==> config.mk <==
export PLATFORM = sky130hd
export DESIGN_NAME = regfile_wr_sched
export DESIGN_NICKNAME = d
export VERILOG_FILES = /design/src/rtl/regfile_wr_sched.sv
export SDC_FILE = /design/constraint.sdc
export NUM_CORES = 1
export LEC_CHECK = 0
export ABC_AREA = 0
export CAP_MARGIN = 20
export CORE_MARGIN = 3
export CORE_UTILIZATION = 38
export DETAILED_ROUTE_END_ITERATION = 12
export MAX_ROUTING_LAYER = met4
export PLACE_DENSITY = 0.81
export SLEW_MARGIN = 20
export SYNTH_ARGS = -nofsm -noshare
export SYNTH_HDL_FRONTEND = slang
export SYNTH_SLANG_ARGS = --single-unit
==> constraint.sdc <==
create_clock -name clk -period 1.75 [get_ports clk]
set_input_delay 0.35 -clock clk [delete_from_list [all_inputs] [get_ports clk]]
set_output_delay 0.35 -clock clk [all_outputs]
set_load 0.01 [all_outputs]
==> src/rtl/regfile_wr_sched.sv <==
// regfile_wr_sched: write-port scheduler in front of the 16x32 register file.
// Two writeback sources each own a one-entry buffer. Buffered writes are issued to
// the file's two write ports. When both buffers target the same register, src1 is
// written first and src0 on the next cycle, so src0's value is the one that stays.
//
// Ports:
//   clk, rst_n            clock (rising edge), asynchronous active-low reset
//   s0_valid/ready/addr/data   src0 (ALU/result writeback) request, buffered
//   s1_valid/ready/addr/data   src1 (base-register update) request, buffered
//   wr1_en/addr/data      file write port 1, carries src0
//   wr2_en/addr/data      file write port 2, carries src1
//   busy_mask             bit r set while a buffered write to register r is pending
//   collide_cnt           saturating count of same-address collisions
//   idle                  both buffers empty
//
// CNT_W sets the internal collision counter width (zero-extended onto collide_cnt);
// leave it at 16 for the full-range counter.
module regfile_wr_sched #(
  parameter int unsigned AW    = 4,
  parameter int unsigned DW    = 32,
  parameter int unsigned NREG  = 16,
  parameter int unsigned CNT_W = 16
) (
  input  logic            clk,
  input  logic            rst_n,
  input  logic            s0_valid,
  output logic            s0_ready,
  input  logic [AW-1:0]   s0_addr,
  input  logic [DW-1:0]   s0_data,
  input  logic            s1_valid,
  output logic            s1_ready,
  input  logic [AW-1:0]   s1_addr,
  input  logic [DW-1:0]   s1_data,
  output logic            wr1_en,
  output logic [AW-1:0]   wr1_addr,
  output logic [DW-1:0]   wr1_data,
  output logic            wr2_en,
  output logic [AW-1:0]   wr2_addr,
  output logic [DW-1:0]   wr2_data,
  output logic [NREG-1:0] busy_mask,
  output logic [15:0]     collide_cnt,
  output logic            idle
);

  localparam logic [0:0] StNormal = 1'b0;
  localparam logic [0:0] StFavor0 = 1'b1;

  localparam logic [CNT_W-1:0] CntOne = 1;
  localparam logic [CNT_W-1:0] CntMax = '1;

  logic [0:0]       state_q, state_d;
  logic             bv0_q, bv0_d, bv1_q, bv1_d;
  logic [AW-1:0]    ba0_q, ba0_d, ba1_q, ba1_d;
  logic [DW-1:0]    bd0_q, bd0_d, bd1_q, bd1_d;
  logic [CNT_W-1:0] cnt_q, cnt_d;

  logic issue0, issue1, collide;

  // Issue decision depends only on buffer state and FSM, never on incoming valids.
  always_comb begin
    state_d = state_q;
    issue0  = 1'b0;
    issue1  = 1'b0;
    collide = 1'b0;
    case (state_q)
      StNormal: begin
        if (bv0_q && bv1_q) begin
          if (ba0_q != ba1_q) begin
            issue0 = 1'b1;
            issue1 = 1'b1;
          end else begin
            // src1 goes first so src0 overwrites it one cycle later.
            issue1  = 1'b1;
            collide = 1'b1;
            state_d = StFavor0;
          end
        end else begin
          issue0 = bv0_q;
          issue1 = bv1_q;
        end
      end
      StFavor0: begin
        state_d = StNormal;
        if (bv0_q) begin
          issue0 = 1'b1;
          issue1 = bv1_q && (ba1_q != ba0_q);
        end else begin
          issue1 = bv1_q;
        end
      end
      default: state_d = StNormal;
    endcase
  end

  // A draining buffer may reload on the same edge; src1 is held while src0 catches up.
  always_comb begin
    s0_ready = !bv0_q || issue0;
    if (state_q == StFavor0) begin
      s1_ready = !bv1_q;
    end else begin
      s1_ready = !bv1_q || issue1;
    end
  end

  always_comb begin
    bv0_d = bv0_q && !issue0;
    ba0_d = ba0_q;
    bd0_d = bd0_q;
    if (s0_valid && s0_ready) begin
      bv0_d = 1'b1;
      ba0_d = s0_addr;
      bd0_d = s0_data;
    end
    bv1_d = bv1_q && !issue1;
    ba1_d = ba1_q;
    bd1_d = bd1_q;
    if (s1_valid && s1_ready) begin
      bv1_d = 1'b1;
      ba1_d = s1_addr;
      bd1_d = s1_data;
    end
  end

  always_comb begin
    cnt_d = cnt_q;
    if (collide && (cnt_q != CntMax)) begin
      cnt_d = cnt_q + CntOne;
    end
  end

  always_ff @(posedge clk or negedge rst_n) begin
    if (!rst_n) begin
      state_q <= StNormal;
      bv0_q   <= 1'b0;
      ba0_q   <= '0;
      bd0_q   <= '0;
      bv1_q   <= 1'b0;
      ba1_q   <= '0;
      bd1_q   <= '0;
      cnt_q   <= '0;
    end else begin
      state_q <= state_d;
      bv0_q   <= bv0_d;
      ba0_q   <= ba0_d;
      bd0_q   <= bd0_d;
      bv1_q   <= bv1_d;
      ba1_q   <= ba1_d;
      bd1_q   <= bd1_d;
      cnt_q   <= cnt_d;
    end
  end

  assign wr1_en   = issue0;
  assign wr1_addr = ba0_q;
  assign wr1_data = bd0_q;
  assign wr2_en   = issue1;
  assign wr2_addr = ba1_q;
  assign wr2_data = bd1_q;
  assign idle     = !bv0_q && !bv1_q;

  always_comb begin
    busy_mask = '0;
    if (bv0_q) busy_mask[ba0_q] = 1'b1;
    if (bv1_q) busy_mask[ba1_q] = 1'b1;
  end

  always_comb begin
    collide_cnt            = '0;
    collide_cnt[CNT_W-1:0] = cnt_q;
  end

endmodule

* Yosys cells after proc, flatten, opt, wreduce, memory -nomap -nowiden
Cells that the tools add are included.
Word-level totals: bits in registers 91, bits in latches 0, memory bits (writable) 0, bits in read-only memories 0, input port bits 76, output and inout port bits 109, logic and storage cells 54, memories kept 0
Cells by class: add/subtract/negate cells 1, $mul 0, divide/modulo/power cells 0, $lt $le $gt $ge 4, equality and inequality tests 3, shift-type cells 0, mux-type cells 20, bitwise operators 2, reductions and logical operators 16
Operators with widths (number):
- $mux W16 | 2
- $add A16 B1 Y16 const B | 1
- $ne A16 B16 Y1 const B | 1
- $or A16 B16 Y16 | 1
- $mux W1 | 13
- $logic_and A1 B1 Y1 | 10
- $lt A4 B5 Y1 const B | 2
- $demux W1 S4 | 2
- $ge A4 B1 Y1 const B | 2
- $ne A4 B4 Y1 | 2
- $pmux W1 S2 | 3
- $logic_not A1 Y1 | 4
- $logic_or A1 B1 Y1 | 2
- $not A1 Y1 | 1

* Logic depth before layout (Yosys ltp)
Gate-level depths: netlist of the first run.
depth after elaboration 8, depth in mapped cells 8, mapped depth without buffers 6

* Worst setup path before layout of the first run
OpenSTA, ideal clock, no wires.
kind register to register, start register ba1_q[0] (netlist: wr2_addr[0]), end register ba0_q[0] (netlist: wr1_addr[0]), arrival time 1.699 ns, required time 1.625 ns, slack -0.074 ns, cell stages (with the launch flop) 9, buffers on the path 2, period minus slack after synthesis 1.824 ns, cells stage by stage dfrtp_1 -> buf_4 -> xnor2_2 -> nand4_4 -> nor2_4 -> inv_4 -> nand2_8 -> buf_12 -> mux2_4
Between the ends: cells in the longest elaborated chain, start to end 6
RTL lines:
- from (decl) | line 53 | logic [AW-1:0] ba0_q, ba0_d, ba1_q, ba1_d;
- from (signal assigned) | line 138 | ba1_q <= '0;
- from (signal assigned) | line 147 | ba1_q <= ba1_d;
- $ne A4 B4 Y1 | line 68 | if (ba0_q != ba1_q) begin
- $mux W1 | line 68
- $mux W1 | line 67 | if (bv0_q && bv1_q) begin
- $pmux W1 S2 | line 65 | case (state_q)
- $logic_or A1 B1 Y1 | line 97 | s0_ready = !bv0_q || issue0;
- named net s0_ready | line 27 | output logic s0_ready,
- $logic_and A1 B1 Y1 | line 109 | if (s0_valid && s0_ready) begin
- to (signal assigned) | line 135 | ba0_q <= '0;
- to (signal assigned) | line 144 | ba0_q <= ba0_d;
- to (decl) | line 53
The timed path passes the listed nets, and every way through them passes these cells. A chain may end at the register's enable or synchronous reset.

* Worst setup path after layout of the first run
start register ba0_q[2] (netlist: wr1_addr[2]), end output port busy_mask[10]
Between the ends: cells in the longest elaborated chain, start to end 7
RTL lines:
- $lt A4 B5 Y1 (implied by the code) or $ge A4 B1 Y1 (tied branches) | line 163 | if (bv0_q) busy_mask[ba0_q] = 1'b1;
- $logic_and A1 B1 Y1 (implied by the code) | line 163
- $mux W1 (implied by the code) | line 163
- $demux W1 S4 * | line 163
- $mux W16 * | line 163
- $or A16 B16 Y16 (no source line)
- $mux W16 * | line 164 | if (bv1_q) busy_mask[ba1_q] = 1'b1;
- to (decl) | line 40 | output logic [NREG-1:0] busy_mask,
Mark *: on every way between the ends. The rest lies on a longest branch, timed or not.

==> results.py, run 1 <==
metrics = {
    "clock_network": {
        "clkLatencyLatePin_ns": 0.37,
        "clk_pin_slew_ns": 0.09,
        "clockBufferDepth": 2,
        "cts_root_buffer": "clkbuf_8",
        "cts.sinks": 91,
        "htreeDepth": 3,
        "cts_tree": "yes",
        "cts_buffers": 9,
    },
    "setup_path": {
        "cp-start-kind": "flop",
        "path_cells": "buf_6 -> nand3b_1 -> buf_4 -> o22ai_2 -> buf_2",
        "max_stage_delay_ns": 0.41,
        "critPathArrivalTime_ns": 1.64,
        "cpMaxStageDelayCell": "dfrtp_1",
        "path_max_fanout": 3,
        "cp-end-kind": "primary output",
        "path_class": "reg -> out",
        "crit_required_ns": 1.40,
    },
    "run_status": {
        "status": "finished, violations left",
        "violations": "setup timing",
    },
    "die": {
        "core-area_sq_um": 10500,
        "fp.dieH_microns": 110,
        "rows": 37,
        "dieArea_sq_um": 12200,
        "io_pins": 185,
        "die_w_microns": 110,
        "start_util": 0.396,
    },
    "pwr": {
        "p_leak_uw": 0.00341,
        "pwr-share-comb": 0.309,
        "powerDensity_nw_per_um2": 803,
        "p_clk_frac": 0.270,
        "seqPwrFrac": 0.421,
        "ir_drop_mv": 0.446,
        "swShare": 0.280,
        "p_int_uw": 4220,
        "total_power_uw": 5870,
        "switchingPower_uw": 1650,
    },
    "drt": {
        "drtAntennaViolNets": 0,
        "firstDrtPassIters": 4,
        "vias_per_cell": 4.98,
        "via_count": 3421,
        "wl_microns": 12800,
        "drc": 0,
        "dr.first_iter.drc_count": 169,
        "post_drt_wl_per_cell_microns": 18.7,
    },
    "logic_synthesis": {
        "yosysWarnings": 0,
        "synth-seq-area-share": 0.550,
        "synth_top_area_share": 0.550,
        "synth_area_leaders": "dfrtp_1, mux2_2, mux2_4",
        "async_flop_share": 1.00,
        "synth_edf_count": 0,
        "synth_cell_types": 46,
        "synth_cells": 286,
        "ys_ff_latch": 91,
        "synth_area_per_cell_sq_um": 14.5,
        "synth_area_sq_um": 4140,
        "synthesis.nets": 363,
        "yosysTopAreaCell": "dfrtp_1",
        "ys.flop_type": "dfrtp_1",
    },
    "placed_design": {
        "place.gp.congestion": 0.898,
        "hpwl_microns": 8720,
        "io_buffers": 184,
        "place_inst": 647,
    },
    "sta": {
        "fin_skew_ns": 0.0183,
        "timing.final.hold_violations": 0,
        "period_share": 1.13,
        "relSlewSlack": 0.765,
        "fin_ws_ns": -0.235,
        "setup_viol": 68,
        "drv_slew": 0,
        "worst_pin_slew_ns": 0.351,
        "period_needed_ns": 1.99,
        "fmax_mhz": 504,
        "rsz0062_at_grt": "true",
    },
    "global_route": {
        "grt_max_degree": 50,
        "overflow": 0,
        "grt_pass1_vias": 3627,
        "antenna_found_initial": 0,
        "grt_pass1_wl_microns": 18600,
        "grtUsageTotal": 0.205,
    },
    "layout": {
        "fin_nets": 623,
        "syn_to_final_growth_pct": 76.4,
        "fillers": 721,
        "diodes": 0,
        "drive_gt1_frac": 0.457,
        "final_cells": 687,
    },
    "job": {
        "drv_cap": 0,
    },
    "worst_hold_path": {
        "min_path_type": "in -> async",
    },
}
[per-layer routing]
metal,wire (microns),track usage
met5,0,-
met4,102,0.0475
met3,1050,0.0693
met2,6680,0.338
met1,4990,0.245
[critical path: cells and delay by family (launching register included)]
| family | cells | cell delay, ns |
|---|---|---|
| AND/OR/NAND/NOR | 1 | 0.23 |
| flip-flops | 1 | 0.41 |
| AO/OA/AOI/OAI | 1 | 0.16 |
| buffers and inverters | 3 | 0.49 |
[power groups by stage]
| stage | registers, uW | clock network, uW | logic (uW) |
|---|---|---|---|
| final | 2470 | 1590 | 1810 |
| after global routing | 2490 | 1710 | 1920 |
| after CTS | 2460 | 1620 | 1740 |
| after detailed placement | 2500 | 0 | 1620 |
| after global placement | 2480 | 0 | 1590 |
| after floorplan | 2600 | 0 | 528 |
[placed cells by master, fill, tap and decap left out, types with 8 or more instances in the layout]
master           Yosys  layout
clkdlybuf4s50_1      0     140
dfrtp_1             91      83
buf_4                1      48
mux2_2              43      37
mux2_4              30      37
buf_6                1      23
buf_2                4      15
dlygate4sd2_1        0      14
clkbuf_8             0      12
o22ai_2              0      10
nand2_1             12       9
dfrtp_2              0       8
[through the flow]
step	hold WS (ns)	setup TNS [ns]	worst slack (ns)	area, sq um	utilization
final	0.331	-12.13	-0.235	7300	0.698
after global placement	0.162	-12.86	-0.350	6550	0.626
after global routing	0.331	-15.47	-0.294	7300	0.698
after floorplan	0.0544	0	0.00577	4170	-
after detailed placement	0.163	-15.40	-0.398	6550	0.626
after CTS	0.310	-11.85	-0.262	7070	0.676
[sequential cells by signal, indices dropped and copies added (netlist names)]
| name | count |
|---|---|
| wr1_addr | 4 |
| bv0_q | 1 |
| bv1_q | 1 |
| collide_cnt | 16 |
| wr1_data | 32 |
| state_q | 1 |
| wr2_addr | 4 |
| wr2_data | 32 |
[cell families (layout without fill, tap and decap cells)]
kind of cell,Yosys count,after routing,synth area share
fa+ha+maj,1,1,0.00302
compound gates,23,23,0.0405
buf+inv,12,277,0.0272
mux,74,74,0.228
flops,91,91,0.550
simple gates,69,69,0.110
xor+xnor,16,16,0.0411
[Yosys cell counts, types with 5 or more instances]
cell	count
mux2_4	30
dfrtp_1	91
nor2_1	8
mux2_2	43
nand3_1	8
nand4_1	6
nand2_1	12
o22ai_1	15
xnor2_1	6
xor2_1	6
nand2b_1	5
[what timing repair did]
| item | in CTS | in global routing |
|---|---|---|
| setup buffers | 12 | 11 |
| pin swaps | 28 | 15 |
| hold buffers | 1 | 0 |
| resized for setup | 171 | 43 |
| gates cloned | 1 | 1 |
| endpoints found under the hold margin | 37 | 0 |
| setup endpoints to repair | 86 | 80 |
[path summary, 6_finish.rpt]
path                            depth (start not counted)                       start  slack (ns)                     endpoint
min in group clk                                        1  collide_cnt[8]$_DFFE_PN0P_        0.51   collide_cnt[8]$_DFFE_PN0P_
worst min-delay path                                    2                       rst_n        0.33     wr1_data[27]$_DFFE_PN0P_
worst max-delay path                                    5     wr1_addr[2]$_DFFE_PN0P_       -0.24                busy_mask[10]
worst max register to register                         10     wr2_addr[0]$_DFFE_PN0P_       -0.23     wr1_data[19]$_DFFE_PN0P_
worst min register to register                          1  collide_cnt[8]$_DFFE_PN0P_        0.51   collide_cnt[8]$_DFFE_PN0P_
max in group asynchronous                               3                       rst_n        0.94  collide_cnt[10]$_DFFE_PN0P_
[final cells by class]
| type | count | area, sq um | share of cell area |
|---|---|---|---|
| Timing Repair Buffer | 259 | 2500 | 0.343 |
| Sequential cell | 91 | 2290 | 0.313 |
| Multi-Input combinational cell | 183 | 2110 | 0.289 |
| Tap cell | 136 | 170 | 0.0233 |
| Clock buffer | 12 | 165 | 0.0226 |
| Clock inverter | 4 | 56.3 | 0.00771 |
| Inverter | 2 | 10.0 | 0.00137 |
Power figures use the tool's default switching activity.
==> run 2: changes to the inputs <==
--- a/config.mk
+++ b/config.mk
@@ -5,11 +5,11 @@
 export SDC_FILE = /design/constraint.sdc
 export NUM_CORES = 1
 export LEC_CHECK = 0
-export ABC_AREA = 0
 export CAP_MARGIN = 20
 export CORE_MARGIN = 3
 export CORE_UTILIZATION = 38
 export DETAILED_ROUTE_END_ITERATION = 12
+export GPL_TIMING_DRIVEN = 0
 export MAX_ROUTING_LAYER = met4
 export PLACE_DENSITY = 0.81
 export SLEW_MARGIN = 20
==> run 2 against run 1 <==
The flow still finishes with violations (setup timing). Design area decreased by 2.1%. Register-to-register slack got worse by 0.06 ns. Clock power about the same. First-iteration DRC count decreased by 30%. Sequential share of layout area increased by 0.85 points. Cell count decreased by 2.2%. Largest cell class unchanged. Largest power group unchanged.
==> results.py, run 2 (synthesis results as in run 1) <==
metrics = {
    "run_status": {
        "status": "finished, violations left",
        "violations": "setup timing",
    },
    "clock_network": {
        "cts_buffers": 9,
        "cts_tree": "yes",
        "clockBufferDepth": 2,
        "cts.sinks": 91,
        "clk_pin_slew_ns": 0.09,
        "clkLatencyLatePin_ns": 0.36,
        "cts_root_buffer": "clkbuf_8",
        "htreeDepth": 3,
    },
    "sta": {
        "relSlewSlack": 0.689,
        "setup_viol": 67,
        "period_needed_ns": 2.10,
        "period_share": 1.20,
        "worst_pin_slew_ns": 0.466,
        "timing.final.hold_violations": 0,
        "fmax_mhz": 476,
        "rsz0062_at_grt": "true",
        "setup_tns_ns": -14.12,
        "fin_ws_ns": -0.353,
        "drv_slew": 0,
        "fin_skew_ns": 0.00926,
    },
    "drt": {
        "firstDrtPassIters": 4,
        "dr.first_iter.drc_count": 118,
        "drc": 0,
        "via_count": 3369,
        "drtAntennaViolNets": 0,
        "vias_per_cell": 5.01,
        "post_drt_wl_per_cell_microns": 18.1,
        "wl_microns": 12100,
    },
    "layout": {
        "fin_area_sq_um": 7150,
        "fin_nets": 608,
        "multiInputGateArea_sq_um": 2010,
        "layout_commonest_cell": "clkdlybuf4s50_1",
        "seqCellArea_sq_um": 2300,
        "fillers": 759,
        "drive_gt1_frac": 0.446,
        "layout_common_cells": "clkdlybuf4s50_1, dfrtp_1, mux2_2, mux2_4, buf_4",
        "diodes": 0,
        "syn_to_final_growth_pct": 72.7,
    },
    "die": {
        "die_w_microns": 110,
        "fp.dieH_microns": 110,
        "io_pins": 185,
        "start_util": 0.396,
        "dieArea_sq_um": 12200,
        "core-area_sq_um": 10500,
        "rows": 37,
    },
    "global_route": {
        "grtUsageTotal": 0.199,
        "grt_pass1_vias": 3538,
        "grt_pass1_wl_microns": 17900,
        "grt_max_degree": 47,
        "overflow": 0,
        "antenna_found_initial": 0,
    },
    "placed_design": {
        "postPlaceCellArea_sq_um": 6210,
        "place.gp.congestion": 0.910,
        "hpwl_microns": 8110,
        "io_buffers": 184,
    },
    "setup_path": {
        "critPathArrivalTime_ns": 1.75,
        "crit_required_ns": 1.40,
        "path_class": "reg -> out",
        "cp-end-kind": "primary output",
        "cp-start-kind": "flop",
        "path_max_fanout": 4,
    },
    "pwr": {
        "ir_drop_mv": 0.490,
        "p_leak_uw": 0.00319,
        "powerDensity_nw_per_um2": 820,
    },
    "job": {
        "drv_cap": 0,
    },
    "worst_hold_path": {
        "min_path_type": "in -> async",
    },
}
run 2: cell count changes in the layout (fill, tap and decap cells not counted), sizes merged:
cell           delta
buf              -16
clkdlybuf4s50    +10
dlygate4sd2       -5
dlymetal6s2s      -3
clkbuf            -2
clkinvlp          +2
bufinv            +1
clkdlybuf4s15     -1
inv               -1
run 2: path summary, 6_finish.rpt:
| path | slack, ns | end | cells past startpoint | from |
|---|---|---|---|---|
| max | -0.35 | busy_mask[11] | 5 | wr1_addr[2]$_DFFE_PN0P_ |
| min | 0.50 | wr1_data[29]$_DFFE_PN0P_ | 2 | rst_n |
| max reg2reg | -0.29 | wr1_data[29]$_DFFE_PN0P_ | 11 | wr2_addr[1]$_DFFE_PN0P_ |
| min reg2reg | 0.51 | collide_cnt[4]$_DFFE_PN0P_ | 1 | collide_cnt[4]$_DFFE_PN0P_ |
| max in group asynchronous | 0.67 | wr2_addr[3]$_DFFE_PN0P_ | 3 | rst_n |
| min in group clk | 0.51 | collide_cnt[4]$_DFFE_PN0P_ | 1 | collide_cnt[4]$_DFFE_PN0P_ |
run 2: worst max-delay path, stage by stage (launching register included):
cell	delay [ns]
dfrtp_2	0.44
buf_6	0.13
buf_6	0.10
nand3b_1	0.29
o22ai_1	0.26
buf_2	0.18
run 2: metrics by stage:
stage	setup WS (ns)	hold slack [ns]	cells	total power (uW)	util
global route	-0.399	0.516	672	6130	0.683
detailed placement	-0.483	0.313	607	3960	0.594
floorplan	0.00577	0.0544	286	3130	-
global placement	-2.98	0.488	606	3910	0.591
CTS	-0.337	0.485	660	5820	0.666
finish	-0.353	0.497	672	5860	0.683
run 2: cell type report:
cell class,count,share of cell area
multi-input cells,183,0.282
plain buffers,8,0.0126
flip-flops and latches,91,0.322
well taps,136,0.0238
clock inverters,6,0.0124
clock buffers,10,0.0193
repair buffers,236,0.327
inverters,2,0.00140
run 2: timing repair:
action	CTS	global route
pin swaps	30	14
buffers inserted	34	14
resized for setup	156	28
hold buffers	1	0
gates cloned	3	0
endpoints found under the setup margin	79	104
endpoints found under the hold margin	45	0
run 2: where the power goes:
| part | total, uW | internal, uW | switching [uW] |
|---|---|---|---|
| registers | 2480 | 2320 | 163 |
| clock network | 1610 | 844 | 767 |
| logic | 1770 | 1110 | 658 |
| total | 5860 | 4270 | 1590 |
run 2: layer usage:
metal	global-route usage	vias to the layer above	wire [microns]
li1	-	1529	-
met1	0.242	1674	4970
met2	0.327	140	6110
met3	0.0431	26	762
met4	0.0756	0	297
met5	-	-	0
